File: src/rtl/cmc_addertree_pipe.sv
// cmc_addertree_pipe: pipelined signed adder tree, one register stage per level,
// valid/ready flow control with per-stage bubble collapsing.
// Optional feature macro: CMC_ADDERTREE_ACC_EN adds a group accumulate stage
// after the tree (results only on last beats, latency LEVELS+1).
module cmc_addertree_pipe #(
    parameter int unsigned NUM_IN = 4,
    parameter int unsigned IN_W   = 16,
    parameter int unsigned ACC_W  = 32
) (
    input  logic                   clk,
    input  logic                   rst_n,
    input  logic                   clr,
    input  logic                   in_valid,
    output logic                   in_ready,
    input  logic [NUM_IN*IN_W-1:0] in_data,
    input  logic                   in_last,
    output logic                   out_valid,
    input  logic                   out_ready,
    output logic [ACC_W-1:0]       out_data,
    output logic                   out_last
);

    localparam int unsigned LEVELS = $clog2(NUM_IN);
    localparam int unsigned OUT_W  = IN_W + LEVELS;

    // Bit offset of level k inside the flattened operand bus; level k holds
    // NUM_IN>>k operands of IN_W+k bits each.
    function automatic int unsigned lvl_off(input int unsigned k);
        int unsigned o;
        o = 0;
        for (int unsigned m = 0; m < k; m++) begin
            o += (NUM_IN >> m) * (IN_W + m);
        end
        return o;
    endfunction

    localparam int unsigned BUS_W   = lvl_off(LEVELS + 1);
    localparam int unsigned TOP_OFF = lvl_off(LEVELS);

    logic [BUS_W-1:0]  w_bus;
    logic [LEVELS-1:0] w_vld;
    logic [LEVELS-1:0] w_last;
    logic [LEVELS-1:0] w_rdy;
    logic              w_tree_rdy;
    logic              w_tree_vld;
    logic              w_tree_last;
    logic [OUT_W-1:0]  w_tree_sum;

    // Level 0 of the bus is the raw operand vector.
    assign w_bus[NUM_IN*IN_W-1:0] = in_data;

    // A flush cycle never accepts a new vector.
    assign in_ready = w_rdy[0] & ~clr;

    genvar k;
    for (k = 1; k <= LEVELS; k++) begin : g_lvl
        localparam int unsigned NK = NUM_IN >> k;
        localparam int unsigned WK = IN_W + k;
        localparam int unsigned PW = WK - 1;
        localparam int unsigned PO = lvl_off(k - 1);
        localparam int unsigned CO = lvl_off(k);

        logic [NK*WK-1:0] r_data;
        logic             r_vld;
        logic             r_last;
        logic             w_up_vld;
        logic             w_up_last;
        logic             w_dn_rdy;

        if (k == 1) begin : g_first
            assign w_up_vld  = in_valid;
            assign w_up_last = in_last;
        end else begin : g_inner
            assign w_up_vld  = w_vld[k-2];
            assign w_up_last = w_last[k-2];
        end

        if (k == LEVELS) begin : g_tail
            assign w_dn_rdy = w_tree_rdy;
        end else begin : g_mid
            assign w_dn_rdy = w_rdy[k];
        end

        assign w_rdy[k-1]        = ~r_vld | w_dn_rdy;
        assign w_vld[k-1]        = r_vld;
        assign w_last[k-1]       = r_last;
        assign w_bus[CO +: NK*WK] = r_data;

        // Stage register: pairwise sign-extended sums, loads only when it can move.
        always_ff @(posedge clk or negedge rst_n) begin
            if (!rst_n) begin
                r_vld  <= 1'b0;
                r_last <= 1'b0;
                r_data <= '0;
            end else if (clr) begin
                r_vld <= 1'b0;
            end else if (w_rdy[k-1]) begin
                r_vld <= w_up_vld;
                if (w_up_vld) begin
                    r_last <= w_up_last;
                    for (int unsigned j = 0; j < NK; j++) begin
                        r_data[j*WK +: WK] <=
                            WK'($signed(w_bus[PO + (2*j)*PW +: PW])) +
                            WK'($signed(w_bus[PO + (2*j+1)*PW +: PW]));
                    end
                end
            end
        end
    end

    assign w_tree_vld  = w_vld[LEVELS-1];
    assign w_tree_last = w_last[LEVELS-1];
    assign w_tree_sum  = w_bus[TOP_OFF +: OUT_W];

`ifdef CMC_ADDERTREE_ACC_EN
    logic [ACC_W-1:0] r_acc;
    logic             r_acc_clr;
    logic             r_ovld;

    // Accumulate stage only stalls while a finished group total is unaccepted.
    assign w_tree_rdy = ~r_ovld | out_ready;

    // Group accumulator: restart after reset, flush or the previous last beat.
    always_ff @(posedge clk or negedge rst_n) begin
        if (!rst_n) begin
            r_acc     <= '0;
            r_acc_clr <= 1'b1;
            r_ovld    <= 1'b0;
        end else if (clr) begin
            r_acc     <= '0;
            r_acc_clr <= 1'b1;
            r_ovld    <= 1'b0;
        end else if (w_tree_rdy) begin
            r_ovld <= w_tree_vld & w_tree_last;
            if (w_tree_vld) begin
                r_acc     <= (r_acc_clr ? '0 : r_acc) + ACC_W'($signed(w_tree_sum));
                r_acc_clr <= w_tree_last;
            end
        end
    end

    assign out_valid = r_ovld;
    assign out_data  = r_acc;
    assign out_last  = r_ovld;
`else
    assign w_tree_rdy = out_ready;
    assign out_valid  = w_tree_vld;
    assign out_data   = ACC_W'($signed(w_tree_sum));
    assign out_last   = w_tree_last;
`endif

endmodule

File: config.mk
export PLATFORM = sky130hd
export DESIGN_NAME = cmc_addertree_pipe
export DESIGN_NICKNAME = d
export VERILOG_FILES = /design/src/rtl/cmc_addertree_pipe.sv
export SDC_FILE = /design/constraint.sdc
export NUM_CORES = 1
export LEC_CHECK = 0
export BUFFER_PORTS_ARGS = -buffer_cell sky130_fd_sc_hd__buf_4
export CORE_MARGIN = 2
export CORE_UTILIZATION = 33
export DETAILED_ROUTE_END_ITERATION = 8
export PLACE_DENSITY = 0.56
export SYNTH_ARGS = -nofsm -noshare
export SYNTH_HDL_FRONTEND = slang
export SYNTH_SLANG_ARGS = --single-unit
File: constraint.sdc
create_clock -name clk -period 4.7 [get_ports clk]
set_input_delay 0.235 -clock clk [delete_from_list [all_inputs] [get_ports clk]]
set_output_delay 0.235 -clock clk [all_outputs]
set_load 0.01 [all_outputs]
* Yosys cells after proc, flatten, opt, wreduce, memory -nomap -nowiden
Index checks and enable logic that the tools add are counted.
Operators by class: bitwise operators 6, add/sub/neg operators 3, shifts and indexed selects 0, div/mod/pow operators 0, eq/ne operators 0, $lt $le $gt $ge 0, reduce and logical (&&, ||, !) cells 4, $mul 0, mux-type cells 4
Operator list (number):
- $add A16 B16 Y17 | 2
- $add A17 B17 Y18 | 1
- $reduce_and A3 Y1 | 2
- $mux W1 | 4
- $reduce_bool A2 Y1 | 2
- $not A1 Y1 | 3
- $or A1 B1 Y1 | 2
- $and A1 B1 Y1 | 1
Word-level totals: bits in registers 56, bits in writable memories 0, logic and storage cells 23, bits in latches 0, input bits 70, bits in read-only memories 0, output and inout port bits 35, memories 0

* Depth between registers and ports, before layout
Gate-level depths: netlist of run 1.
word-level depth 5, mapped depth 9

* Worst setup path before layout of run 1
Ideal clock, no wire load.
kind input to register, start input in_data[0], end register g_lvl[1].r_data[10], setup time 0.130 ns, buffers on the path 0, path slack 2.628 ns, arrival 1.942 ns, data required time 4.570 ns, stages on the path 8, path through ha_1 fa_1 a211oi_2 o31ai_1 a211o_1 a21oi_1 xor2_1 o21ai_1
Between the ends: longest elaborated chain between the ends 1
RTL lines:
- start: declaration | line 15 | input logic [NUM_IN*IN_W-1:0] in_data,
- $add A16 B16 Y17 | line 103 | WK'($signed(w_bus[PO + (2*j)*PW +: PW])) +
- end signal: indexed assignment | line 102 | r_data[j*WK +: WK] <=
- end: declaration | line 63 | logic [NK*WK-1:0] r_data;
No other way between the ends. A chain may end at the register's enable or synchronous reset.

* Worst setup path in the final report of run 1
start register g_lvl[2].r_vld (netlist: out_valid), end register g_lvl[1].r_data[15]
Between the ends: longest elaborated chain between the ends 4
RTL lines:
- start: declaration | line 64 | logic r_vld;
- start signal: assignment | line 98 | r_vld <= w_up_vld;
- $not A1 Y1 | line 84 | assign w_rdy[k-1] = ~r_vld | w_dn_rdy;
- $or A1 B1 Y1 (2 in a row) | line 84
- $reduce_and A3 Y1 (no source line)
No other way between the ends.

==> results of run 1 <==
registers in the layout (all words and copies together) (netlist names):
register,cells
out_last,1
g_lvl.r_data,52
out_valid,1
g_lvl.r_last,1
g_lvl.r_vld,1
routing by layer:
layer,up-vias,routed length [microns]
met1,1827,5240
met2,124,4940
met5,-,0
li1,2057,-
met4,0,88
met3,7,587
power groups by stage:
| stage | clock, mW | sequential (mW) | combinational, mW |
|---|---|---|---|
| floorplan | 0 | 0.732 | 0.704 |
| global placement | 0 | 0.722 | 1.03 |
| detailed placement | 0 | 0.725 | 1.05 |
| CTS | 0.464 | 0.716 | 1.05 |
| global route | 0.482 | 0.733 | 1.18 |
| finish | 0.446 | 0.712 | 1.05 |
area by class of cell:
type | count | area (sq um) | share of cell area
Tap cell | 176 | 220 | 0.0398
Sequential cell | 56 | 1400 | 0.254
Inverter | 11 | 41.3 | 0.00747
Clock buffer | 7 | 153 | 0.0276
Multi-Input combinational cell | 427 | 2900 | 0.525
Timing Repair Buffer | 104 | 781 | 0.141
Clock inverter | 1 | 30.0 | 0.00543
stage by stage:
stage | std cells | util
2_1_floorplan | 525 | -
3_5_place_dp | 774 | 0.402
5_1_grt | 782 | 0.416
3_3_place_gp | 774 | 0.402
6_report | 782 | 0.416
4_1_cts | 782 | 0.416
synth_stat cells (4+ instances only):
cell / n / area (sq um)
nand2_1: 76 / 285
dfrtp_1: 56 / 1400
ha_1: 49 / 613
o21ai_0: 47 / 235
a21oi_1: 37 / 185
nor2_1: 29 / 109
o21ai_1: 16 / 80.1
buf_4: 15 / 113
xor2_1: 15 / 131
xnor2_1: 14 / 123
nor3_1: 13 / 65.1
a21o_1: 12 / 90.1
inv_1: 11 / 41.3
a211oi_1: 10 / 75.1
clkbuf_1: 10 / 37.5
nand3_1: 10 / 50.1
nand4_1: 8 / 50.1
and3_1: 6 / 37.5
buf_2: 6 / 30.0
o21bai_1: 6 / 45.0
mux2i_1: 5 / 50.1
o211ai_1: 5 / 37.5
o21a_1: 5 / 37.5
o31ai_1: 4 / 30.0
kinds of logic (layout without fill, tap and decap cells):
| group | count (synthesis) | after routing | synth area share |
|---|---|---|---|
| flops | 56 | 56 | 0.310 |
| simple gates | 159 | 159 | 0.160 |
| buf+inv | 42 | 123 | 0.0490 |
| xor+xnor | 29 | 29 | 0.0562 |
| mux | 6 | 6 | 0.0136 |
| fa+ha+maj | 52 | 52 | 0.149 |
| compound gates | 181 | 181 | 0.262 |
worst paths after layout:
| check | start | to | slack, ns |
|---|---|---|---|
| setup reg to reg | out_valid | g_lvl[1].r_data[15] | 2.40 |
| setup / recovery | out_valid | g_lvl[1].r_data[15] | 2.40 |
| min in group clk | clr | g_lvl[1].r_vld | 0.14 |
| max in group asynchronous | rst_n | g_lvl[2].r_data[10] | 4.25 |
| hold reg to reg | out_last | out_last | 0.48 |
| hold / removal | rst_n | g_lvl[1].r_data[19] | -0.01 |
cell usage in the layout (no fill, tap or decap), types with 3 or more instances in the layout:
cell / count
a211o_1: 3
a211oi_1: 10
a21o_1: 12
a21oi_1: 37
and3_1: 6
buf_4: 104
clkbuf_16: 5
dfrtp_1: 56
fa_1: 3
ha_1: 49
inv_1: 11
mux2i_1: 5
nand2_1: 75
nand2b_1: 3
nand3_1: 10
nand4_1: 8
nor2_1: 29
nor3_1: 13
o211ai_1: 5
o21a_1: 5
o21ai_0: 47
o21ai_1: 16
o21bai_1: 6
o31ai_1: 4
xnor2_1: 14
xor2_1: 15
==> results_dict.tcl, run 1 <==
set metrics [dict create \
    totalPowerFinal_mw 2.21 \
    num_rows 42 \
    dp_hpwl_microns 8700 \
    ys_ff_latch 56 \
    cp_slowest_cell "or4_1" \
    grt_pass1_wl_microns 18400 \
    place.port_buffers 104 \
    drc 0 \
    hold_path.class "in -> async" \
    worstSetupPathType "reg -> reg" \
    min_period_over_period 0.488 \
    cts.repair.resized 0 \
    syn_area_sq_mm 0.00452 \
    grt_use_total 0.152 \
    critPathBufInv 0 \
    busiest_layer "met2" \
    maxCapViolCount 0 \
    fmax_mhz 436 \
    antenna_cells 0 \
    wirelength_microns 10900 \
    antenna_found_initial 0 \
    path_cells "nor2b_2 -> a21oi_1 -> nand2_2 -> or4_1 -> nand4_1" \
    synth_fp_nets 647 \
    vias 4015 \
    cts_buffers 5 \
    via_per_inst 5.13 \
    met3_usage 0.0202 \
    die_area_sq_mm 0.0147 \
    start_util 0.340 \
    grt_overflow 0 \
    clk_pin_slew_worst_paths_ns 0.07 \
    syn_to_final_growth_pct 22.3 \
    grt_use_met2 0.256 \
    fp.dieW_microns 121 \
    grt_max_degree 60 \
    outcome "complete, but fails checks" \
    violations "negative hold slack" \
    routedWlPerCell_microns 13.9 \
    use_met1 0.209 \
    cts-root-buf "clkbuf_16" \
    seqPwrFrac 0.323 \
    crit_required_ns 4.92 \
    synth_edf_count 0 \
    setup_viol 0 \
    slew_viol_final 0 \
    syn_area_per_cell_sq_um 8.61 \
    worstRegToRegCells 5 \
    core_area_sq_mm 0.0133 \
    irDropWorstVdd_mv 0.175 \
    finalSetupTns_ns 0 \
    holdBufCountCts 0 \
    worst_slew_pin_slew_ns 1.01 \
    nFillCells 1349 \
    critPathLaunchType "register" \
    internal_power_mw 1.39 \
    tritoncts "yes" \
    drt_iter0_drc 220 \
    die_height_microns 121 \
    cts_setup_buffers 0 \
    pre_cts_slack_ns 2.23 \
    synth_cells 525 \
    ant_nets 0 \
    drive_gt1_frac 0.224 \
    ys_types 66 \
    cp.arrival_ns 2.52 \
    ys_warn_count 0 \
    netSwitchingPower_mw 0.814 \
    crit_path_end_kind "register" \
    power.density_mw_per_mm2 399 \
    swShare 0.369 \
    seq_area_frac_synth 0.310 \
    clock_skew_ns 0.00456 \
    globalplace.congestion 0.848 \
    timing.slew.headroom 0.325 \
    combPwrFrac 0.475 \
    critPathMaxStageDelay_ns 0.72 \
    grt_pass1_vias 3947 \
    setup_slack_ns 2.40 \
    fin_area_sq_mm 0.00553 \
    post_dp_cell_area_sq_mm 0.00534 \
    crit_fanout 59 \
    io_pins 105 \
    rsz0062_at_grt "no" \
    period_minus_slack_ns 2.30 \
    firstDrtPassIters 5 \
    path_depth 5 \
    pwr-share-clk 0.202 \
    synth_ff_type "dfrtp_1" \
    hold-worst-slack_ns -0.00975 \
    clkLatencyLatePin_ns 0.29 \
    cts.path.max_buffers 2 \
    hold_viol 11 \
    nets 727 \
    path_delay_family "simple AND/OR/NAND/NOR gates" \
    htree_levels 2 \
    async_flop_share 1.00 \
    p_leak_nw 2.60 \
    clock-sinks 56 \
]
No activity file was read; power rests on OpenSTA's default activity.
==> inputs of run 2 (changes only) <==
- ABC_AREA: unset -> 1
- PLACE_DENSITY: 0.56 -> 0.58
- clock period: 4.7 -> 1.8 ns (I/O delays scaled with it)
==> results_dict.tcl, run 2 <==
set metrics [dict create \
    setup_viol 0 \
    hold_viol 0 \
    crit_path_end_kind "register" \
    core_area_sq_mm 0.0145 \
    globalplace.congestion 0.833 \
    rrSetupSlack_ns 0.05 \
    finalSetupTns_ns 0 \
    worst_slew_pin_slew_ns 0.694 \
    cp.arrival_ns 1.94 \
    grt_max_degree 57 \
    vias 4697 \
    clock_skew_ns 0.00384 \
    timing.slew.headroom 0.537 \
    min_delay_path_depth 3 \
    clk_pin_slew_worst_paths_ns 0.07 \
    synth_fp_nets 844 \
    start_util 0.338 \
    r2r-end "g_lvl[2].r_data[14]" \
    firstDrtPassIters 4 \
    slew_viol_final 0 \
    seq_area_frac_synth 0.286 \
    grt_pass1_wl_microns 20700 \
    yosysMostFrequentCell "nand2_1" \
    via_per_inst 4.66 \
    nets 945 \
    holdPathEnd "g_lvl[1].r_last" \
    die_area_sq_mm 0.0159 \
    final_common_cell "nand2_1" \
    fp.dieW_microns 126 \
    hold_path.class "in -> reg" \
    grt_overflow 0 \
    cts.path.max_buffers 2 \
    worstSetupPathType "reg -> reg" \
    drive_gt1_frac 0.197 \
    syn_to_final_growth_pct 24.4 \
    io_pins 105 \
    wirelength_microns 11900 \
    crit_fanout 3 \
    min_period_over_period 0.973 \
    grt_pass1_vias 4368 \
    drt_iter0_drc 244 \
    path_cells "ha_2 -> inv_2 -> fa_2 -> o21ai_4 -> nand2_1 -> nand2_2 -> nand2_2 -> nand2_1 -> nand2_1 -> nand3_1 -> nand2_1" \
    clock-sinks 56 \
    antenna_found_initial 0 \
    final_cell_mix "270 x nand2_1, 115 x buf_4, 69 x inv_1" \
    htree_levels 2 \
    drc 0 \
    die_height_microns 126 \
    totalPowerFinal_mw 5.88 \
    regMostFlops "g_lvl.r_data" \
    dp_cells 995 \
    largest_reg_flops 52 \
    routedWlPerCell_microns 11.8 \
    cp_slowest_cell "fa_2" \
    r2r-start "g_lvl[1].r_data[17]" \
    place.port_buffers 104 \
    worstRegToRegCells 11 \
    maxCapViolCount 0 \
    async_flop_share 1.00 \
    dp_hpwl_microns 9590 \
    hp-start "in_last" \
    p_leak_nw 3.25 \
    rsz0062_at_grt "yes" \
    syn_area_per_cell_sq_um 6.80 \
    ys_ff_latch 56 \
    critPathMaxStageDelay_ns 0.38 \
    num_rows 44 \
    crit_required_ns 1.98 \
    critPathLaunchType "register" \
    cp_common_cell "nand2_1" \
    tritoncts "yes" \
    ys_warn_count 0 \
    synth_ff_type "dfrtp_1" \
    cts-root-buf "clkbuf_16" \
    stdcell_count 1008 \
    outcome "finished clean" \
    period_minus_slack_ns 1.75 \
    power.density_mw_per_mm2 963 \
    clkLatencyLatePin_ns 0.29 \
    yosys-top-cells-count "274 x nand2_1, 70 x inv_1, 56 x dfrtp_1" \
    ys_types 31 \
    cts_buffers 5 \
    synth_edf_count 0 \
    synth_cells 722 \
    fin_area_sq_mm 0.00610 \
    antenna_cells 0 \
    grt_use_total 0.153 \
    irDropWorstVdd_mv 0.422 \
    synth_top_area_share 0.286 \
    syn_area_sq_mm 0.00491 \
    fmax_mhz 571 \
    post_dp_cell_area_sq_mm 0.00580 \
    ant_nets 0 \
    synth_top_area_cell "dfrtp_1" \
    synth.area.top_cells "dfrtp_1 29%, nand2_1 21%, ha_1 12%, nand3_1 5.6%, inv_1 5.4%" \
]
==> run 2: cell count changes in the layout (fill, tap and decap cells not counted), moves of 13 or more <==
cell and change:
nor2_1 +20, xor2_1 -13, nand3_1 +45, nand2_1 +195, nand3b_1 +13, o21ai_0 -27, inv_1 +58
==> run 2: final cells by class <==
cell class / count / area [sq um]
clock inverter: 1 / 7.51
timing repair buffer: 117 / 883
tap: 184 / 230
multi-input combinational: 570 / 3160
sequential: 56 / 1400
inverter: 73 / 279
fill: 1568 / 8430
clock buffer: 7 / 143
==> run 2: worst max-delay path by stage <==
stage / startpoint / endpoint / slack, ns / depth (start not counted)
after floorplan: g_lvl[1].r_data[0] / g_lvl[2].r_data[12] / 0.13 / 11
after global placement: g_lvl[1].r_data[0] / g_lvl[2].r_data[12] / 0.04 / 11
after detailed placement: g_lvl[1].r_data[0] / g_lvl[2].r_data[12] / -0.02 / 11
after CTS: g_lvl[1].r_data[0] / g_lvl[2].r_data[12] / 0.02 / 11
after global routing: g_lvl[1].r_data[17] / g_lvl[2].r_data[16] / -0.07 / 11
final: g_lvl[1].r_data[17] / g_lvl[2].r_data[14] / 0.05 / 11
==> run 2: metal layers <==
metal	global-route usage	share of wire	vias up
li1	-	-	2515
met1	0.228	0.52	2085
met2	0.246	0.44	92
met3	0.0191	0.034	5
met4	0.0175	0.0044	0
met5	0	0	-
==> run 2: critical path, delay by kind of cell (launching register included) <==
family | cells | cell delay (ns)
flops | 1 | 0.37
fa+ha+maj | 2 | 0.58
buf+inv | 1 | 0.04
simple gates | 7 | 0.46
compound gates | 1 | 0.18
==> run 2: what timing repair did <==
item	CTS	global route
setup endpoints to repair	2	12
gates resized for setup	1	22
hold buffers	2	0
endpoints found under the hold margin	58	0
setup buffers	0	3
pin swaps	1	8
==> run 2: cells by family (layout without fill, tap and decap cells) <==
group                      Yosys count  after routing  share of synthesized area
and+or+nand+nor                    420            420                      0.364
buffers and inverters               96            198                     0.0928
AOI/OAI and AO/OA                   79             79                     0.0869
DFF                                 56             56                      0.286
adders and majority gates           52             52                      0.137
xor gates and xnor gates            19             19                     0.0339
==> run 2: stage by stage <==
step	hold slack [ns]	setup WS, ns	util
after global placement	0.182	0.0382	0.399
after detailed placement	0.186	-0.0220	0.399
after CTS	0.0129	0.0228	0.411
after floorplan	-0.206	0.126	-
after global routing	0.0216	-0.0714	0.420
final	0.0105	0.0480	0.420
==> run 2: power by group <==
part	internal [mW]	switching, mW	total, mW
combinational	1.40	1.61	3.01
clock	0.556	0.445	1.00
sequential	1.60	0.266	1.87
==> inputs of run 3 (changes only) <==
- CORE_MARGIN: 2 -> 5
- PLACE_DENSITY: 0.58 -> unset
==> results_dict.tcl, run 3 (synthesis results as in run 2) <==
set metrics [dict create \
    num_rows 44 \
    dp_hpwl_microns 9910 \
    nets 944 \
    grt_use_total 0.139 \
    start_util 0.338 \
    pre_cts_slack_ns -0.0182 \
    antenna_found_initial 0 \
    power.density_mw_per_mm2 964 \
    setup_viol 0 \
    cp.arrival_ns 1.91 \
    worst_slew_pin_slew_ns 0.689 \
    critPathLaunchType "register" \
    antenna_cells 0 \
    clock_skew_ns 0.00562 \
    drc 0 \
    io_pins 105 \
    syn_to_final_growth_pct 23.5 \
    fin_area_sq_mm 0.00606 \
    totalPowerFinal_mw 5.84 \
    maxCapViolCount 0 \
    drt_iter0_drc 223 \
    slew_viol_final 0 \
    cts_buffers 5 \
    crit_required_ns 1.98 \
    clk_pin_slew_worst_paths_ns 0.07 \
    wirelength_microns 12100 \
    hold_viol 0 \
    vias 4675 \
    cts-root-buf "clkbuf_16" \
    globalplace.congestion 0.834 \
    die_area_sq_mm 0.0174 \
    fmax_mhz 578 \
    min_period_over_period 0.960 \
    rsz0062_at_grt "yes" \
    cts.path.max_buffers 2 \
    worstSetupPathType "reg -> reg" \
    grt_pass1_vias 4465 \
    fp.dieW_microns 132 \
    htree_levels 2 \
    crit_fanout 4 \
    timing.slew.headroom 0.540 \
    crit_path_end_kind "register" \
    drive_gt1_frac 0.192 \
    routedWlPerCell_microns 12.0 \
    hold-worst-slack_ns 0.00998 \
    die_height_microns 132 \
    hold_path.class "in -> reg" \
    finalSetupTns_ns 0 \
    grt_pass1_wl_microns 21000 \
    setup_slack_ns 0.0714 \
    tritoncts "yes" \
    regMostFlops "g_lvl.r_data" \
    clock-sinks 56 \
    irDropWorstVdd_mv 0.406 \
    grt_max_degree 57 \
    ant_nets 0 \
    p_leak_nw 3.26 \
    final_common_cell "nand2_1" \
    post_dp_cell_area_sq_mm 0.00580 \
    nFillCells 1542 \
    firstDrtPassIters 5 \
    largest_reg_flops 52 \
    final_cell_mix "270 x nand2_1, 114 x buf_4, 69 x inv_1" \
    place.port_buffers 104 \
    outcome "finished clean" \
    grt_overflow 0 \
    period_minus_slack_ns 1.73 \
    via_per_inst 4.64 \
    core_area_sq_mm 0.0145 \
    clkLatencyLatePin_ns 0.29 \
]
## run 3: worst paths after layout
kind	startpoint	end	slack [ns]	cells past startpoint
worst max-delay path	g_lvl[1].r_data[0]	g_lvl[2].r_data[16]	0.07	11
worst min-delay path	in_last	g_lvl[1].r_last	0.01	3
worst max register to register	g_lvl[1].r_data[0]	g_lvl[2].r_data[16]	0.07	11
worst min register to register	g_lvl[2].r_data[12]	g_lvl[2].r_data[12]	0.47	2
max in group asynchronous	rst_n	g_lvl[1].r_data[22]	0.97	2
min in group asynchronous	rst_n	out_valid	0.38	2
## run 3: repair_timing
action | 4_1_cts | 5_1_grt
gates resized for setup | 1 | 16
pin swaps | 1 | 3
setup endpoints to repair | 2 | 12
hold buffers | 2 | 0
setup buffers | 1 | 2
endpoints found under the hold margin | 58 | 0
## run 3: worst max-delay path: stages (launching register included)
cell     delay, ns
dfrtp_1       0.36
ha_2          0.19
inv_2         0.04
fa_2          0.35
o21ai_2       0.19
nand2_1       0.09
nand2_2       0.10
nand2_1       0.07
nand2_1       0.06
nand2_1       0.04
nand3_1       0.07
nand2_1       0.06
## run 3: routing by layer
metal / global-route usage / up-vias / share of wire
li1: - / 2523 / -
met3: 0.0244 / 7 / 0.044
met4: 0.0189 / 0 / 0.0083
met1: 0.202 / 2051 / 0.51
met5: 0 / - / 0
met2: 0.222 / 94 / 0.44
## run 3: cell type report
class | instances | area [sq um] | share of cell area
inverter | 73 | 279 | 0.0460
multi-input combinational | 570 | 3120 | 0.515
sequential | 56 | 1400 | 0.231
timing repair buffer | 116 | 876 | 0.145
tap | 184 | 230 | 0.0380
clock inverter | 1 | 7.51 | 0.00124
clock buffer | 7 | 143 | 0.0235
## run 3: per-stage QoR
step	cells	utilization
floorplan	722	-
global placement	995	0.399
detailed placement	995	0.399
CTS	1006	0.412
global route	1007	0.417
finish	1007	0.417
## run 3: power breakdown
part	internal, mW	switching, mW	total, mW
Sequential	1.60	0.257	1.86
Clock	0.556	0.443	0.999
Combinational	1.37	1.61	2.99
